[src/rtl/spi_master_cfg_if.sv]
// CPU-side register interface of the configurable SPI master: configuration,
// transfer request and receive handshake.
interface spi_master_cfg_if #(
  parameter int DATA_W = 8,
  parameter int DIV_W  = 8
);
  logic [DIV_W-1:0]  clk_div;
  logic              cfg_cpol;
  logic              cfg_cpha;
  logic              cfg_lsb_first;
  logic              hold_cs;
  logic              cs_release;
  logic [DATA_W-1:0] tx_data;
  logic              start;
  logic [DATA_W-1:0] rx_data;
  logic              rx_valid;
  logic              busy;

  modport master (
    output clk_div, cfg_cpol, cfg_cpha, cfg_lsb_first, hold_cs, cs_release,
    output tx_data, start,
    input  rx_data, rx_valid, busy
  );

  modport slave (
    input  clk_div, cfg_cpol, cfg_cpha, cfg_lsb_first, hold_cs, cs_release,
    input  tx_data, start,
    output rx_data, rx_valid, busy
  );
endinterface

[src/rtl/spi_master_cfg.sv]
// Configurable SPI master: word width, SCK divider, CPOL/CPHA, bit order and
// chip select with optional hold across words. SCK is a registered output.
module spi_master_cfg #(
  parameter int   DATA_W    = 8,
  parameter int   DIV_W     = 8,
  parameter logic IDLE_MOSI = 1'b0
) (
  input  logic            clk,
  input  logic            rst,
  spi_master_cfg_if.slave bus,
  output logic            spi_clk,
  output logic            spi_mosi,
  input  logic            spi_miso,
  output logic            spi_cs_n
);

  localparam int EDGE_W = $clog2(2 * DATA_W + 1);
  localparam logic [EDGE_W-1:0] LAST_EDGE = EDGE_W'(2 * DATA_W);

  localparam logic [1:0] ST_IDLE  = 2'd0;
  localparam logic [1:0] ST_SETUP = 2'd1;
  localparam logic [1:0] ST_XFER  = 2'd2;
  localparam logic [1:0] ST_HOLD  = 2'd3;

  logic [1:0]        state_q,    state_d;
  logic              busy_q,     busy_d;
  logic              rx_valid_q, rx_valid_d;
  logic [DATA_W-1:0] rx_data_q,  rx_data_d;
  logic              cs_n_q,     cs_n_d;
  logic              sck_q,      sck_d;
  logic              mosi_q,     mosi_d;
  logic [DIV_W-1:0]  cnt_q,      cnt_d;
  logic [EDGE_W-1:0] edge_q,     edge_d;
  logic [DIV_W-1:0]  div_q,      div_d;
  logic              cpol_q,     cpol_d;
  logic              cpha_q,     cpha_d;
  logic              lsb_q,      lsb_d;
  logic              hold_q,     hold_d;
  logic [DATA_W-1:0] tx_sr_q,    tx_sr_d;
  logic [DATA_W-1:0] rx_sr_q,    rx_sr_d;

  logic [EDGE_W-1:0] edge_nxt;
  logic              half_done;
  logic              leading;
  logic              sample_edge;

  function automatic logic first_bit(input logic [DATA_W-1:0] w, input logic lsb);
    return lsb ? w[0] : w[DATA_W-1];
  endfunction

  function automatic logic [DATA_W-1:0] shift_word(input logic [DATA_W-1:0] w,
                                                   input logic lsb);
    return lsb ? (w >> 1) : (w << 1);
  endfunction

  // Odd edges are leading; CPHA selects whether leading or trailing edges sample.
  assign edge_nxt    = edge_q + EDGE_W'(1);
  assign half_done   = (cnt_q == div_q);
  assign leading     = edge_nxt[0];
  assign sample_edge = leading ^ cpha_q;

  always_comb begin
    state_d    = state_q;
    busy_d     = busy_q;
    rx_valid_d = 1'b0;
    rx_data_d  = rx_data_q;
    cs_n_d     = cs_n_q;
    sck_d      = sck_q;
    mosi_d     = mosi_q;
    cnt_d      = cnt_q;
    edge_d     = edge_q;
    div_d      = div_q;
    cpol_d     = cpol_q;
    cpha_d     = cpha_q;
    lsb_d      = lsb_q;
    hold_d     = hold_q;
    tx_sr_d    = tx_sr_q;
    rx_sr_d    = rx_sr_q;

    case (state_q)
      ST_IDLE: begin
        sck_d  = bus.cfg_cpol;
        mosi_d = IDLE_MOSI;
        cnt_d  = '0;
        edge_d = '0;
        if (bus.start) begin
          busy_d  = 1'b1;
          div_d   = bus.clk_div;
          cpol_d  = bus.cfg_cpol;
          cpha_d  = bus.cfg_cpha;
          lsb_d   = bus.cfg_lsb_first;
          hold_d  = bus.hold_cs;
          tx_sr_d = bus.tx_data;
          rx_sr_d = '0;
          // CPHA=0 needs the first bit valid before the first leading edge.
          if (!bus.cfg_cpha) begin
            mosi_d  = first_bit(bus.tx_data, bus.cfg_lsb_first);
            tx_sr_d = shift_word(bus.tx_data, bus.cfg_lsb_first);
          end
          if (cs_n_q) begin
            cs_n_d  = 1'b0;
            state_d = ST_SETUP;
          end else begin
            state_d = ST_XFER;
          end
        end else if (bus.cs_release) begin
          cs_n_d = 1'b1;
        end
      end

      ST_SETUP: begin
        if (half_done) begin
          cnt_d   = '0;
          state_d = ST_XFER;
        end else begin
          cnt_d = cnt_q + DIV_W'(1);
        end
      end

      ST_XFER: begin
        if (half_done) begin
          cnt_d  = '0;
          edge_d = edge_nxt;
          sck_d  = ~sck_q;
          if (sample_edge) begin
            rx_sr_d = lsb_q ? {spi_miso, rx_sr_q[DATA_W-1:1]}
                            : {rx_sr_q[DATA_W-2:0], spi_miso};
          end else if (edge_nxt != LAST_EDGE) begin
            mosi_d  = first_bit(tx_sr_q, lsb_q);
            tx_sr_d = shift_word(tx_sr_q, lsb_q);
          end
          if (edge_nxt == LAST_EDGE) begin
            mosi_d  = IDLE_MOSI;
            state_d = ST_HOLD;
          end
        end else begin
          cnt_d = cnt_q + DIV_W'(1);
        end
      end

      ST_HOLD: begin
        sck_d  = cpol_q;
        mosi_d = IDLE_MOSI;
        if (half_done) begin
          cnt_d      = '0;
          state_d    = ST_IDLE;
          busy_d     = 1'b0;
          rx_data_d  = rx_sr_q;
          rx_valid_d = 1'b1;
          cs_n_d     = ~hold_q;
        end else begin
          cnt_d = cnt_q + DIV_W'(1);
        end
      end

      default: begin
        state_d = ST_IDLE;
        busy_d  = 1'b0;
        cs_n_d  = 1'b1;
      end
    endcase
  end

  always_ff @(posedge clk or negedge rst) begin
    if (!rst) begin
      state_q    <= ST_IDLE;
      busy_q     <= 1'b0;
      rx_valid_q <= 1'b0;
      rx_data_q  <= '0;
      cs_n_q     <= 1'b1;
      sck_q      <= 1'b0;
      mosi_q     <= IDLE_MOSI;
      cnt_q      <= '0;
      edge_q     <= '0;
      div_q      <= '0;
      cpol_q     <= 1'b0;
      cpha_q     <= 1'b0;
      lsb_q      <= 1'b0;
      hold_q     <= 1'b0;
      tx_sr_q    <= '0;
      rx_sr_q    <= '0;
    end else begin
      state_q    <= state_d;
      busy_q     <= busy_d;
      rx_valid_q <= rx_valid_d;
      rx_data_q  <= rx_data_d;
      cs_n_q     <= cs_n_d;
      sck_q      <= sck_d;
      mosi_q     <= mosi_d;
      cnt_q      <= cnt_d;
      edge_q     <= edge_d;
      div_q      <= div_d;
      cpol_q     <= cpol_d;
      cpha_q     <= cpha_d;
      lsb_q      <= lsb_d;
      hold_q     <= hold_d;
      tx_sr_q    <= tx_sr_d;
      rx_sr_q    <= rx_sr_d;
    end
  end

  assign bus.busy     = busy_q;
  assign bus.rx_valid = rx_valid_q;
  assign bus.rx_data  = rx_data_q;
  assign spi_clk      = sck_q;
  assign spi_mosi     = mosi_q;
  assign spi_cs_n     = cs_n_q;

endmodule
[src/flat_wrapper.sv]
// flat-port wrapper written by rule: the top's interface ports become plain ports
module spi_master_cfg_flat 
#(
  parameter int   DATA_W    = 8,
  parameter int   DIV_W     = 8,
  parameter logic IDLE_MOSI = 1'b0
)
  (clk, rst, spi_clk, spi_mosi, spi_miso, spi_cs_n, bus_clk_div, bus_cfg_cpol, bus_cfg_cpha, bus_cfg_lsb_first, bus_hold_cs, bus_cs_release, bus_tx_data, bus_start, bus_rx_data, bus_rx_valid, bus_busy);
  spi_master_cfg_if #(.DATA_W(DATA_W), .DIV_W(DIV_W)) bus_i ();
  input  logic clk;
  input  logic rst;
  output logic spi_clk;
  output logic spi_mosi;
  input  logic spi_miso;
  output logic spi_cs_n;
  input wire logic [$bits(bus_i.clk_div)-1:0] bus_clk_div;
  input wire logic [$bits(bus_i.cfg_cpol)-1:0] bus_cfg_cpol;
  input wire logic [$bits(bus_i.cfg_cpha)-1:0] bus_cfg_cpha;
  input wire logic [$bits(bus_i.cfg_lsb_first)-1:0] bus_cfg_lsb_first;
  input wire logic [$bits(bus_i.hold_cs)-1:0] bus_hold_cs;
  input wire logic [$bits(bus_i.cs_release)-1:0] bus_cs_release;
  input wire logic [$bits(bus_i.tx_data)-1:0] bus_tx_data;
  input wire logic [$bits(bus_i.start)-1:0] bus_start;
  output wire logic [$bits(bus_i.rx_data)-1:0] bus_rx_data;
  output wire logic [$bits(bus_i.rx_valid)-1:0] bus_rx_valid;
  output wire logic [$bits(bus_i.busy)-1:0] bus_busy;
  assign bus_i.clk_div = bus_clk_div;
  assign bus_i.cfg_cpol = bus_cfg_cpol;
  assign bus_i.cfg_cpha = bus_cfg_cpha;
  assign bus_i.cfg_lsb_first = bus_cfg_lsb_first;
  assign bus_i.hold_cs = bus_hold_cs;
  assign bus_i.cs_release = bus_cs_release;
  assign bus_i.tx_data = bus_tx_data;
  assign bus_i.start = bus_start;
  assign bus_rx_data = bus_i.rx_data;
  assign bus_rx_valid = bus_i.rx_valid;
  assign bus_busy = bus_i.busy;
  spi_master_cfg #(.DATA_W(DATA_W), .DIV_W(DIV_W), .IDLE_MOSI(IDLE_MOSI)) u_core (.clk(clk), .rst(rst), .bus(bus_i), .spi_clk(spi_clk), .spi_mosi(spi_mosi), .spi_miso(spi_miso), .spi_cs_n(spi_cs_n));
endmodule
[config.mk]
export PLATFORM = sky130hd
export DESIGN_NAME = spi_master_cfg_flat
export DESIGN_NICKNAME = d
export VERILOG_FILES = /design/src/rtl/spi_master_cfg_if.sv /design/src/rtl/spi_master_cfg.sv /design/src/flat_wrapper.sv
export SDC_FILE = /design/constraint.sdc
export NUM_CORES = 1
export LEC_CHECK = 0
export CORE_MARGIN = 3
export CORE_UTILIZATION = 56
export DETAILED_ROUTE_END_ITERATION = 8
export PLACE_DENSITY = 0.86
export SYNTH_ARGS = -nofsm -noshare
export SYNTH_HDL_FRONTEND = slang
export SYNTH_SLANG_ARGS = --single-unit
[constraint.sdc]
create_clock -name clk -period 2.2 [get_ports clk]
set_input_delay 0.44 -clock clk [delete_from_list [all_inputs] [get_ports clk]]
set_output_delay 0.44 -clock clk [all_outputs]
set_load 0.03 [all_outputs]
Yosys cells after proc, flatten, opt, wreduce, memory -nomap -nowiden:

Cells that the tools add are included.

* add/sub/neg operators: 2
* eq/ne operators: 17
* multiplexer cells: 44
* bitwise operators: 3
* reductions and logical operators: 15

Operator list (count)
* two-way mux 8 bit: 12
* one-hot mux 8 bit (2 select lines): 3
* two-way mux 1 bit: 16
* two-way mux 2 bit: 6
* inequality test 2 x 1 -> 1 bit, second input constant: 6
* one-hot mux 5 bit (2 select lines): 1
* AND reduction 5 bit: 2
* adder 8 x 1 -> 8 bit, second input constant: 1
* equality test 8 bit: 1
* one-hot mux 2 bit (4 select lines): 1
* AND reduction 2 bit: 4
* AND reduction 4 bit: 2
* inequality test 3 bit, second input constant: 2
* one-hot mux 1 bit (3 select lines): 2
* AND reduction 3 bit: 2
* adder 5 x 1 -> 5 bit, second input constant: 1
* equality test 5 bit, second input constant: 1
* two-way mux 5 bit: 1
* inequality test 5 bit, second input constant: 1
* equality test 2 bit, second input constant: 2
* inequality test 2 bit, second input constant: 2
* one-hot mux 1 bit (2 select lines): 2
* nonzero test 2 bit: 2
* inequality test 3 x 1 -> 1 bit, second input constant: 1
* other kinds (6): 7

* register bits: 56
* input port bits: 25
* output and inout port bits: 13
* word-level logic and storage cells: 97

Logic depth before layout (Yosys ltp):

Gate-level depths: netlist of run 1.

* depth in word-level cells: 7
* depth in mapped cells: 9
* gate-level depth less buffers: 7

Worst setup path after synthesis of run 1:

OpenSTA, ideal clock, no wires.

* kind: reg-to-reg
* start: reg u_core.state_q[0]
* end: reg u_core.tx_sr_q[1]
* setup time: 125 ps
* arrival: 1775 ps
* data required time: 2075 ps
* slack: 301 ps
* cell stages (with the launch flop): 8
* path buffers: 3
* clock period less this slack: 1899 ps
* cell sequence: dfrtp_1 inv_1 ha_1 clkbuf_1 clkbuf_1 clkbuf_1 a21oi_1 mux2_2

* longest elaborated chain between the ends: 3
* elaborated cells on any way between the ends: 9
* classes of those cells: eq/ne: 5; mux: 1; reduce/logical: 3

Ends and longest elaborated chain
* start, declared: RTL line spi_master_cfg.sv:25 `logic [1:0] state_q, state_d;`
* start signal, assigned: RTL line spi_master_cfg.sv:183 `state_q <= state_d;`
* equality test 2 bit or zero test 2 bit (tied branches): RTL line spi_master_cfg.sv:80 `case (state_q)`
* inequality test 2 bit (no line) (tied with other cells)
* AND reduction 5 bit (no line)
* end signal, assigned: RTL line spi_master_cfg.sv:197 `tx_sr_q <= tx_sr_d;`
* end, declared: RTL line spi_master_cfg.sv:39 `logic [DATA_W-1:0] tx_sr_q, tx_sr_d;`

Several ways; a longest one is shown, not always the timed one.
A chain may end at the register's enable or synchronous reset.

Final worst setup path of run 1:

* start: reg u_core.cnt_q[6]
* end: reg u_core.rx_sr_q[6]

* longest elaborated chain between the ends: 3

Ends and longest elaborated chain
* start, declared: RTL line spi_master_cfg.sv:32 `logic [DIV_W-1:0] cnt_q, cnt_d;`
* start signal, assigned: RTL line spi_master_cfg.sv:190 `cnt_q <= cnt_d;`
* equality test 8 bit: RTL line spi_master_cfg.sv:58 `assign half_done = (cnt_q == div_q);`
* inequality test 2 x 1 -> 1 bit (no line)
* AND reduction 4 bit (no line)
* end signal, assigned: RTL line spi_master_cfg.sv:198 `rx_sr_q <= rx_sr_d;`
* end, declared: RTL line spi_master_cfg.sv:40 `logic [DATA_W-1:0] rx_sr_q, rx_sr_d;`

Every way passes these cells.

==> results.md, run 1 <==
* Setup CP Type: flip-flop to flip-flop
* TritonCTS Sinks at 56
* Vias/cell at 5.839
* Average size of a mapped cell at 11.47 um2
* Crit end category: flip-flop
* Total core area at 5270 um2
* FF+latch count, synth at 56
* Clk_lat worst skew at 0.32 ns
* Non-filler cells, final at 392
* DRT Pass-1 Iters at 4
* Hpwl dp at 4.717 mm
* Cell Area, Synth at 3153 um2
* First-pass GRT wire length at 11.08 mm
* Largest family of logic cells by synthesized area: multiplexers
* Grt ovf at 0
* Slew headroom at 67.58%
* Final setup viols at 0
* DRT iter0 DRCs at 135
* Startpoint types: flip-flop
* Row cnt at 26
* Root Buffer: clkbuf_8
* Ys Warns at 0
* Fin Setup TNS at 0 ns
* Pwr dens at 1149 nW/um2
* Peak supply drop at 0.0007289 V
* Top cell type's share of synthesized area at 43.65%
* Slowest stage delay, CP at 0.43 ns
* Share of layout cells above drive strength 1 at 26.09%
* Hold Violations, Final at 0
* I/O pins at 38
* Crit-path cells: xnor2_1, nand4_4, nor3_2, buf_12, mux2_1, a22o_1
* CTS buffer count at 5
* Reg2Reg Setup Slack at 0.12 ns
* WP data required at 2.40 ns
* Dominant cell type by area after synthesis: dfrtp_1
* Post-CTS Setup Bufs at 0
* Max Buffers Root-to-Sink at 2
* Post-synthesis mux area share at 21.11%
* Outcome: finished clean
* Post-synthesis sequential area ratio at 44.48%
* EDFF count, synth at 0
* Register area at 1403 um2
* P_leak at 1.734 nW
* Largest net degree at the start of global routing at 23
* Width of the die at 81.04 um
* Fmax at 0.4802 GHz
* Mapped Nets at 307
* Crit path buf inv count at 1
* Fin nets at 353
* Final Max Tran Viols at 0
* H-tree levels at 2
* Xor/xnor share of the synthesized area at 5.000%
* R2R depth at 6
* WP depth at 6
* Tightest Hold Check Type: input port to asynchronous set/reset pin
* RSZ-0062 raised after global routing: no
* Fillers at 373
* Dominant cells by area after synthesis: dfrtp_1 (44%), mux2_2 (15%), mux2i_1 (5.4%)
* Synth unique cells at 49
* Final period util at 94.66%
* Min Tclk post-route at 2.083 ns
* Synth-to-layout area growth at 21.11%
* Main synth FF type: dfrtp_1
* Initial core utilization at 59.83%
* Power Total at 4.389 mW
* WL final at 6.530 mm
* Simple logic cell fraction of the synthesized area at 11.39%
* MaxCap Viol Count at 0
* Ant. Diodes at 0
* DRT antenna net count at 0
* Initial antenna violation count at 0
* Area of the multi-input gates at 1685 um2
* Slew @ Worst Pin at 0.4847 ns
* Port bufs at 37
* Vias at 2289
* Crit-path leading delay family: simple AND/OR/NAND/NOR gates
* Synth Instances at 275
* Crit path DAT at 2.28 ns
* Placed cells at 384
* Drc violations at 0
* Routed length per placed instance at 16.66 um
* Die area at 6567 um2
* Post-synthesis adder-cell area fraction at 2.778%
* Placer Congestion at 0.7997
* CP Max Fanout at 11
* Vias in the first global route at 2407
* Worst Skew at 0.01515 ns
* Chip height at 81.04 um
* Post-synthesis compound-gate area fraction at 12.26%
* Slowest cell on crit path: dfrtp_1
* TritonCTS clock tree: yes
* GRT Total Usage at 21.81%
* Worst-path clk slew at 0.10 ns
* Asr flop ratio synth at 100.0%
-- cell usage in the layout, fill, tap and decap left out, drive strengths merged, types with 9 or more instances in the layout --
cell type | netlist | final
buf | 7 | 19
clkdlybuf4s50 | 0 | 36
mux2i | 17 | 17
xnor2 | 12 | 12
nand3 | 9 | 9
a22o | 11 | 11
dfrtp | 55 | 55
nor2 | 22 | 22
mux2 | 44 | 44
a21oi | 11 | 11
-- cell usage after synthesis (3+ instances only) --
master	instances
o22ai_1	3
inv_1	5
nand2_1	7
xnor2_1	12
mux2i_1	17
nand3_1	9
buf_2	3
a211o_1	4
a22o_1	11
mux2_2	43
ha_1	7
a21oi_1	10
a211oi_1	7
dfrtp_1	55
clkbuf_1	9
xor2_1	6
nor2_1	22
and3_1	3
nor2b_1	5
-- through the flow --
step                area (um2)  hold WS [ns]  util, %  setup WS (ns)
floorplan                 3153        0.1444        -         0.3008
global route              3819       0.07818    72.46        0.01082
finish                    3819       0.05801    72.46         0.1174
CTS                       3790       0.07999    71.91        0.05755
detailed placement        3679        0.4253    69.80        0.01539
global placement          3679        0.4276    69.80        0.07014
-- routing by layer --
metal | GRT usage, % | vias up | share of wire (%) | wire, um
li1 | - | 1089 | - | -
met1 | 26.60 | 1158 | 42 | 2765
met2 | 38.67 | 36 | 53 | 3460
met3 | 4.989 | 6 | 3.7 | 240
met4 | 5.912 | 0 | 0.96 | 63
met5 | 0 | - | 0 | 0
-- registers in the layout (all words and copies together) (netlist names), 2 cells and up --
signal	count
u_core.rx_sr_q	8
u_core.div_q	8
u_core.bus.rx_data	8
u_core.edge_q	5
u_core.cnt_q	8
u_core.state_q	2
u_core.tx_sr_q	8
-- power by group --
part,total (mW),switching (mW),internal [mW]
Combinational,2.05,1.03,1.02
Clock,0.686,0.341,0.345
Sequential,1.66,0.311,1.35
Total,4.39,1.68,2.71
-- worst paths after layout --
| kind | from | endpoint |
|---|---|---|
| hold reg to reg | u_core.edge_q[4] | u_core.edge_q[4] |
| setup reg to reg | u_core.cnt_q[6] | u_core.rx_sr_q[6] |
| max in group asynchronous | rst | u_core.spi_cs_n |
| min in group clk | u_core.edge_q[4] | u_core.edge_q[4] |
| setup / recovery | u_core.cnt_q[6] | u_core.rx_sr_q[6] |
| hold / removal | rst | u_core.div_q[6] |
-- final cells by class --
class                      count  area share [%]
clock inverter                 2           1.016
timing repair buffer          55           13.43
inverter                       5          0.4915
tap                           70           2.294
clock buffer                   6           1.900
sequential                    56           36.73
multi-input combinational    198           44.14
-- cells by family (layout without fill, tap and decap cells) --
group,count (synthesis),count (layout)
compound gates,49,49
xor+xnor,18,18
fa+ha+maj,7,7
buf+inv,21,68
flops,56,56
mux,61,61
simple gates,63,63
-- timing repair --
action | 4_1_cts | 5_1_grt
hold buffers | 0 | 0
gates resized for setup | 0 | 4
setup endpoints to repair | 0 | 9
Note: power is estimated with default switching activity, not from simulation.
==> run 2: changes to the inputs <==
--- a/config.mk
+++ b/config.mk
@@ -8,6 +8,7 @@
 export CORE_MARGIN = 3
 export CORE_UTILIZATION = 56
 export DETAILED_ROUTE_END_ITERATION = 8
+export GPL_TIMING_DRIVEN = 0
 export PLACE_DENSITY = 0.86
 export SYNTH_ARGS = -nofsm -noshare
 export SYNTH_HDL_FRONTEND = slang
==> results.md, run 2 (synthesis results as in run 1) <==
* Outcome: finished clean (unchanged)
* Peak supply drop at 0.0006723 V (was 0.0007289 V)
* DP Area at 3606 um2 (was 3679 um2)
* Die area at 6567 um2 (unchanged)
* Clk_lat worst skew at 0.30 ns (was 0.32 ns)
* Initial antenna violation count at 0 (unchanged)
* First-pass GRT wire length at 11.07 mm (was 11.08 mm)
* Crit path DAT at 2.35 ns (was 2.28 ns)
* TritonCTS clock tree: yes (unchanged)
* Tightest Hold Check Type: input port to asynchronous set/reset pin (unchanged)
* Sw frac at 39.41% (was 38.22%)
* Fmax at 0.4636 GHz (was 0.4802 GHz)
* Initial core utilization at 59.83% (unchanged)
* Hold slack final at 0.1456 ns (was 0.05801 ns)
* Placer Congestion at 0.8367 (was 0.7997)
* DRT iter0 DRCs at 113 (was 135)
* Sw Pwr at 1.695 mW (was 1.677 mW)
* Hold Violations, Final at 0 (unchanged)
* DRT Pass-1 Iters at 4 (unchanged)
* Slew @ Worst Pin at 0.6294 ns (was 0.4847 ns)
* Commonest non-fill, non-tap cells in the layout: dfrtp_1 (55), mux2_2 (43), clkdlybuf4s50_1 (34) (was dfrtp_1 (55), mux2_2 (43), clkdlybuf4s50_1 (36))
* Worst Skew at 0.01213 ns (was 0.01515 ns)
* WP data required at 2.39 ns (was 2.40 ns)
* Final period util at 98.05% (was 94.66%)
* Crit path buf inv count at 1 (unchanged)
* Final setup viols at 0 (unchanged)
* Worst slack at placement at -0.09776 ns (was 0.01539 ns)
* I/O pins at 38 (unchanged)
* Placed cells at 381 (was 384)
* WL final at 6.619 mm (was 6.530 mm)
* Fin nets at 353 (unchanged)
* Row cnt at 26 (unchanged)
* DRT antenna net count at 0 (unchanged)
* Routed length per placed instance at 16.93 um (was 16.66 um)
* Crit-path cells: xnor2_1, nand4_4, nor3_4, buf_6, mux2_1, a22o_1 (was xnor2_1, nand4_4, nor3_2, buf_12, mux2_1, a22o_1)
* Fin util at 71.91% (was 72.46%)
* Power Total at 4.301 mW (was 4.389 mW)
* Largest net degree at the start of global routing at 31 (was 23)
* Vias at 2279 (was 2289)
* Fin Setup TNS at 0 ns (unchanged)
* Min Tclk post-route at 2.157 ns (was 2.083 ns)
* Startpoint types: flip-flop (unchanged)
* Port bufs at 35 (was 37)
* Max Buffers Root-to-Sink at 2 (unchanged)
* Final WS setup at 0.04295 ns (was 0.1174 ns)
* Crit-path leading delay family: simple AND/OR/NAND/NOR gates (unchanged)
* Hpwl dp at 4.631 mm (was 4.717 mm)
* TritonCTS Sinks at 56 (unchanged)
* Pwr dens at 1135 nW/um2 (was 1149 nW/um2)
* H-tree levels at 2 (unchanged)
* Slew headroom at 58.04% (was 67.58%)
* Grt ovf at 0 (unchanged)
* Synth-to-layout area growth at 20.20% (was 21.11%)
* Non-filler cells, final at 391 (was 392)
* Share of layout cells above drive strength 1 at 24.61% (was 26.09%)
* Chip height at 81.04 um (unchanged)
* Slowest cell on crit path: dfrtp_1 (unchanged)
* Final Max Tran Viols at 0 (unchanged)
* Share of total power in the clock network at 13.8% (was 15.6%)
* Root Buffer: clkbuf_8 (unchanged)
* Comb pwr share at 48.8% (was 46.6%)
* Post-route cell area at 3790 um2 (was 3819 um2)
* Slowest stage delay, CP at 0.44 ns (was 0.43 ns)
* Crit end category: flip-flop (unchanged)
* Post-cts hold buffer count at 0 (unchanged)
* GRT Total Usage at 21.68% (was 21.81%)
* CTS buffer count at 5 (unchanged)
* CP Max Fanout at 7 (was 11)
* Ant. Diodes at 0 (unchanged)
* Vias/cell at 5.829 (was 5.839)
* MaxCap Viol Count at 0 (unchanged)
* Int Pwr at 2.606 mW (was 2.711 mW)
* P_leak at 1.712 nW (was 1.734 nW)
* Commonest non-fill, non-tap cell in the layout: dfrtp_1 (unchanged)
* Total core area at 5270 um2 (unchanged)
* Setup CP Type: flip-flop to flip-flop (unchanged)
* Drc violations at 0 (unchanged)
* Vias in the first global route at 2396 (was 2407)
* Worst-path clk slew at 0.10 ns (about the same)
* Reg power frac at 37.4% (was 37.8%)
* Width of the die at 81.04 um (unchanged)
==> run 2: changes by cell type in the layout (fill, tap and decap cells not counted), sizes merged <==
cell           change
bufinv             -1
buf                -7
clkdlybuf4s50      -2
inv                -1
clkbuf            +10
==> run 2: layer usage <==
metal / track usage [%] / wire length [um] / up-vias
met4: 6.250 / 59 / 0
met1: 28.58 / 3004 / 1135
met5: 0 / 0 / -
met2: 37.03 / 3399 / 44
met3: 3.326 / 155 / 7
li1: - / - / 1093
==> run 2: area by class of cell <==
class / instances / area (um2)
Timing Repair Buffer: 39 / 400.4
Tap cell: 70 / 87.58
Clock buffer: 7 / 96.34
Fill cell: 384 / 1480
Inverter: 5 / 18.77
Multi-Input combinational cell: 198 / 1695
Buffer: 16 / 88.84
Sequential cell: 56 / 1403
==> run 2: path summary, 6_finish.rpt <==
kind | to | from | slack (ns) | depth (start not counted)
hold / removal | u_core.cnt_q[7] | rst | 0.15 | 1
setup reg to reg | u_core.rx_sr_q[6] | u_core.cnt_q[5] | 0.04 | 6
max in group asynchronous | u_core.div_q[5] | rst | 1.48 | 2
min in group clk | u_core.bus.rx_data[5] | u_core.bus.rx_data[5] | 0.51 | 1
setup / recovery | u_core.rx_sr_q[6] | u_core.cnt_q[5] | 0.04 | 6
hold reg to reg | u_core.bus.rx_data[5] | u_core.bus.rx_data[5] | 0.51 | 1
==> run 2: power groups by stage <==
stage / combinational (mW) / clock (mW) / sequential, mW
4_1_cts: 2.01 / 0.603 / 1.60
6_report: 2.10 / 0.595 / 1.61
3_5_place_dp: 1.99 / 0 / 1.62
2_1_floorplan: 1.43 / 0 / 1.65
3_3_place_gp: 1.91 / 0 / 1.60
5_1_grt: 2.30 / 0.649 / 1.66
==> run 2: worst register-to-register path, stage by stage (launching register included) <==
cell	delay [ns]
dfrtp_1	0.44
xnor2_1	0.37
nand4_4	0.23
nor3_4	0.30
buf_6	0.17
mux2_1	0.32
a22o_1	0.23
==> run 2: repair_timing <==
action | in CTS | in global routing
gates resized for setup | 1 | 16
endpoints found under the setup margin | 7 | 38
buffers inserted | 0 | 2
cloned | 0 | 1
pin swaps | 0 | 3
==> run 3: changes to the inputs <==
--- a/config.mk
+++ b/config.mk
@@ -8,8 +8,10 @@
 export CORE_MARGIN = 3
 export CORE_UTILIZATION = 56
 export DETAILED_ROUTE_END_ITERATION = 8
+export GPL_ROUTABILITY_DRIVEN = 0
 export GPL_TIMING_DRIVEN = 0
 export PLACE_DENSITY = 0.86
+export SKIP_LAST_GASP = 1
 export SYNTH_ARGS = -nofsm -noshare
 export SYNTH_HDL_FRONTEND = slang
 export SYNTH_SLANG_ARGS = --single-unit
==> results.md, run 3 (synthesis results as in run 1) <==
* Outcome: finished clean (unchanged)
* Pwr dens at 1133 nW/um2 (was 1135 nW/um2)
* Initial core utilization at 59.83% (unchanged)
* DRT Pass-1 Iters at 4 (unchanged)
* CTS buffer count at 5 (unchanged)
* Power Total at 4.288 mW (was 4.301 mW)
* WP data required at 2.39 ns (about the same)
* Row cnt at 26 (unchanged)
* Hpwl dp at 4.631 mm (unchanged)
* Worst-path clk slew at 0.10 ns (about the same)
* DRT iter0 DRCs at 113 (unchanged)
* Grt ovf at 0 (unchanged)
* Final setup viols at 0 (unchanged)
* Fin nets at 353 (unchanged)
* Non-filler cells, final at 391 (unchanged)
* WL final at 6.637 mm (was 6.619 mm)
* Clk_lat worst skew at 0.30 ns (about the same)
* Final period util at 98.48% (was 98.05%)
* Startpoint types: flip-flop (unchanged)
* Initial antenna violation count at 0 (unchanged)
* Die area at 6567 um2 (unchanged)
* MaxCap Viol Count at 0 (unchanged)
* Width of the die at 81.04 um (unchanged)
* I/O pins at 38 (unchanged)
* Crit end category: flip-flop (unchanged)
* Largest net degree at the start of global routing at 31 (unchanged)
* First-pass GRT wire length at 11.07 mm (unchanged)
* Peak supply drop at 0.0006718 V (was 0.0006723 V)
* RSZ-0062 raised after global routing: yes
* Area of the multi-input gates at 1695 um2 (unchanged)
* Final Max Tran Viols at 0 (unchanged)
* Commonest non-fill, non-tap cell in the layout: dfrtp_1 (unchanged)
* Vias/cell at 5.826 (was 5.829)
* Max Buffers Root-to-Sink at 2 (unchanged)
* GRT Total Usage at 21.68% (unchanged)
* Synth-to-layout area growth at 20.08% (was 20.20%)
* Slew headroom at 58.15% (was 58.04%)
* Routed length per placed instance at 16.97 um (was 16.93 um)
* Worst slack at placement at -0.09776 ns (unchanged)
* P_leak at 1.711 nW (was 1.712 nW)
* Register area at 1403 um2 (unchanged)
* H-tree levels at 2 (unchanged)
* Fin Setup TNS at 0 ns (unchanged)
* Vias at 2278 (was 2279)
* DRT antenna net count at 0 (unchanged)
* Setup CP Type: flip-flop to flip-flop (unchanged)
* Total core area at 5270 um2 (unchanged)
* Root Buffer: clkbuf_8 (unchanged)
* Final WS setup at 0.03345 ns (was 0.04295 ns)
* Fillers at 386 (was 384)
* Min Tclk post-route at 2.167 ns (was 2.157 ns)
* Fin util at 71.84% (was 71.91%)
* Crit path DAT at 2.36 ns (was 2.35 ns)
* Worst Skew at 0.01126 ns (was 0.01213 ns)
* Placed cells at 381 (unchanged)
* Chip height at 81.04 um (unchanged)
* TritonCTS clock tree: yes (unchanged)
* Slew @ Worst Pin at 0.6278 ns (was 0.6294 ns)
* Share of layout cells above drive strength 1 at 24.61% (unchanged)
* Tightest Hold Check Type: input port to asynchronous set/reset pin (unchanged)
* Commonest non-fill, non-tap cells in the layout: dfrtp_1 (55), mux2_2 (43), clkdlybuf4s50_1 (34) (unchanged)
* Fmax at 0.4616 GHz (was 0.4636 GHz)
* Ant. Diodes at 0 (unchanged)
* Drc violations at 0 (unchanged)
* Hold Violations, Final at 0 (unchanged)
* TritonCTS Sinks at 56 (unchanged)
* CP Max Fanout at 7 (unchanged)
* Port bufs at 35 (unchanged)
* Vias in the first global route at 2396 (unchanged)
## run 3: repair_timing
| action | CTS | global route |
|---|---|---|
| resized for setup | 1 | 15 |
| hold buffers | 0 | 0 |
| endpoints found under the setup margin | 7 | 38 |
| setup buffers | 0 | 2 |
| pin swaps | 0 | 3 |
| cloned | 0 | 1 |
## run 3: where the power goes
part / switching, mW / total (mW) / internal (mW)
Combinational: 1.12 / 2.09 / 0.969
Clock: 0.311 / 0.593 / 0.281
Sequential: 0.261 / 1.61 / 1.35
Total: 1.69 / 4.29 / 2.60
## run 3: final cells by class
cell class / instances / share of cell area (%)
Sequential cell: 56 / 37.05
Clock buffer: 7 / 2.545
Timing Repair Buffer: 39 / 10.58
Buffer: 16 / 2.247
Tap cell: 70 / 2.313
Inverter: 5 / 0.4957
Multi-Input combinational cell: 198 / 44.78
## run 3: path summary, 6_finish.rpt
check	start	to	slack (ns)	depth (start not counted)
min	rst	u_core.cnt_q[7]	0.15	1
min reg2reg	u_core.bus.rx_data[5]	u_core.bus.rx_data[5]	0.51	1
max reg2reg	u_core.cnt_q[5]	u_core.rx_sr_q[6]	0.03	6
min in group clk	u_core.bus.rx_data[5]	u_core.bus.rx_data[5]	0.51	1
max	u_core.cnt_q[5]	u_core.rx_sr_q[6]	0.03	6
max in group asynchronous	rst	u_core.div_q[5]	1.48	2
## run 3: metal layers
metal / vias to the layer above / global-route usage, % / share of wire, %
met5: - / 0 / 0
met4: 0 / 6.250 / 0.89
met3: 7 / 3.326 / 2.5
met2: 42 / 37.03 / 51
met1: 1134 / 28.58 / 46
li1: 1095 / - / -
## run 3: worst max-delay path, stage by stage (launching register included)
cell and delay (ns):
dfrtp_1 0.44, xnor2_1 0.37, nand4_4 0.23, nor3_4 0.31, buf_6 0.17, mux2_1 0.32, a22o_1 0.23
## run 3: through the flow
| step | hold WS [ns] | instance area (um2) |
|---|---|---|
| 4_1_cts | 0.1637 | 3704 |
| 3_3_place_gp | 0.4886 | 3591 |
| 2_1_floorplan | 0.1444 | 3153 |
| 6_report | 0.1480 | 3786 |
| 3_5_place_dp | 0.4947 | 3606 |
| 5_1_grt | 0.1868 | 3786 |
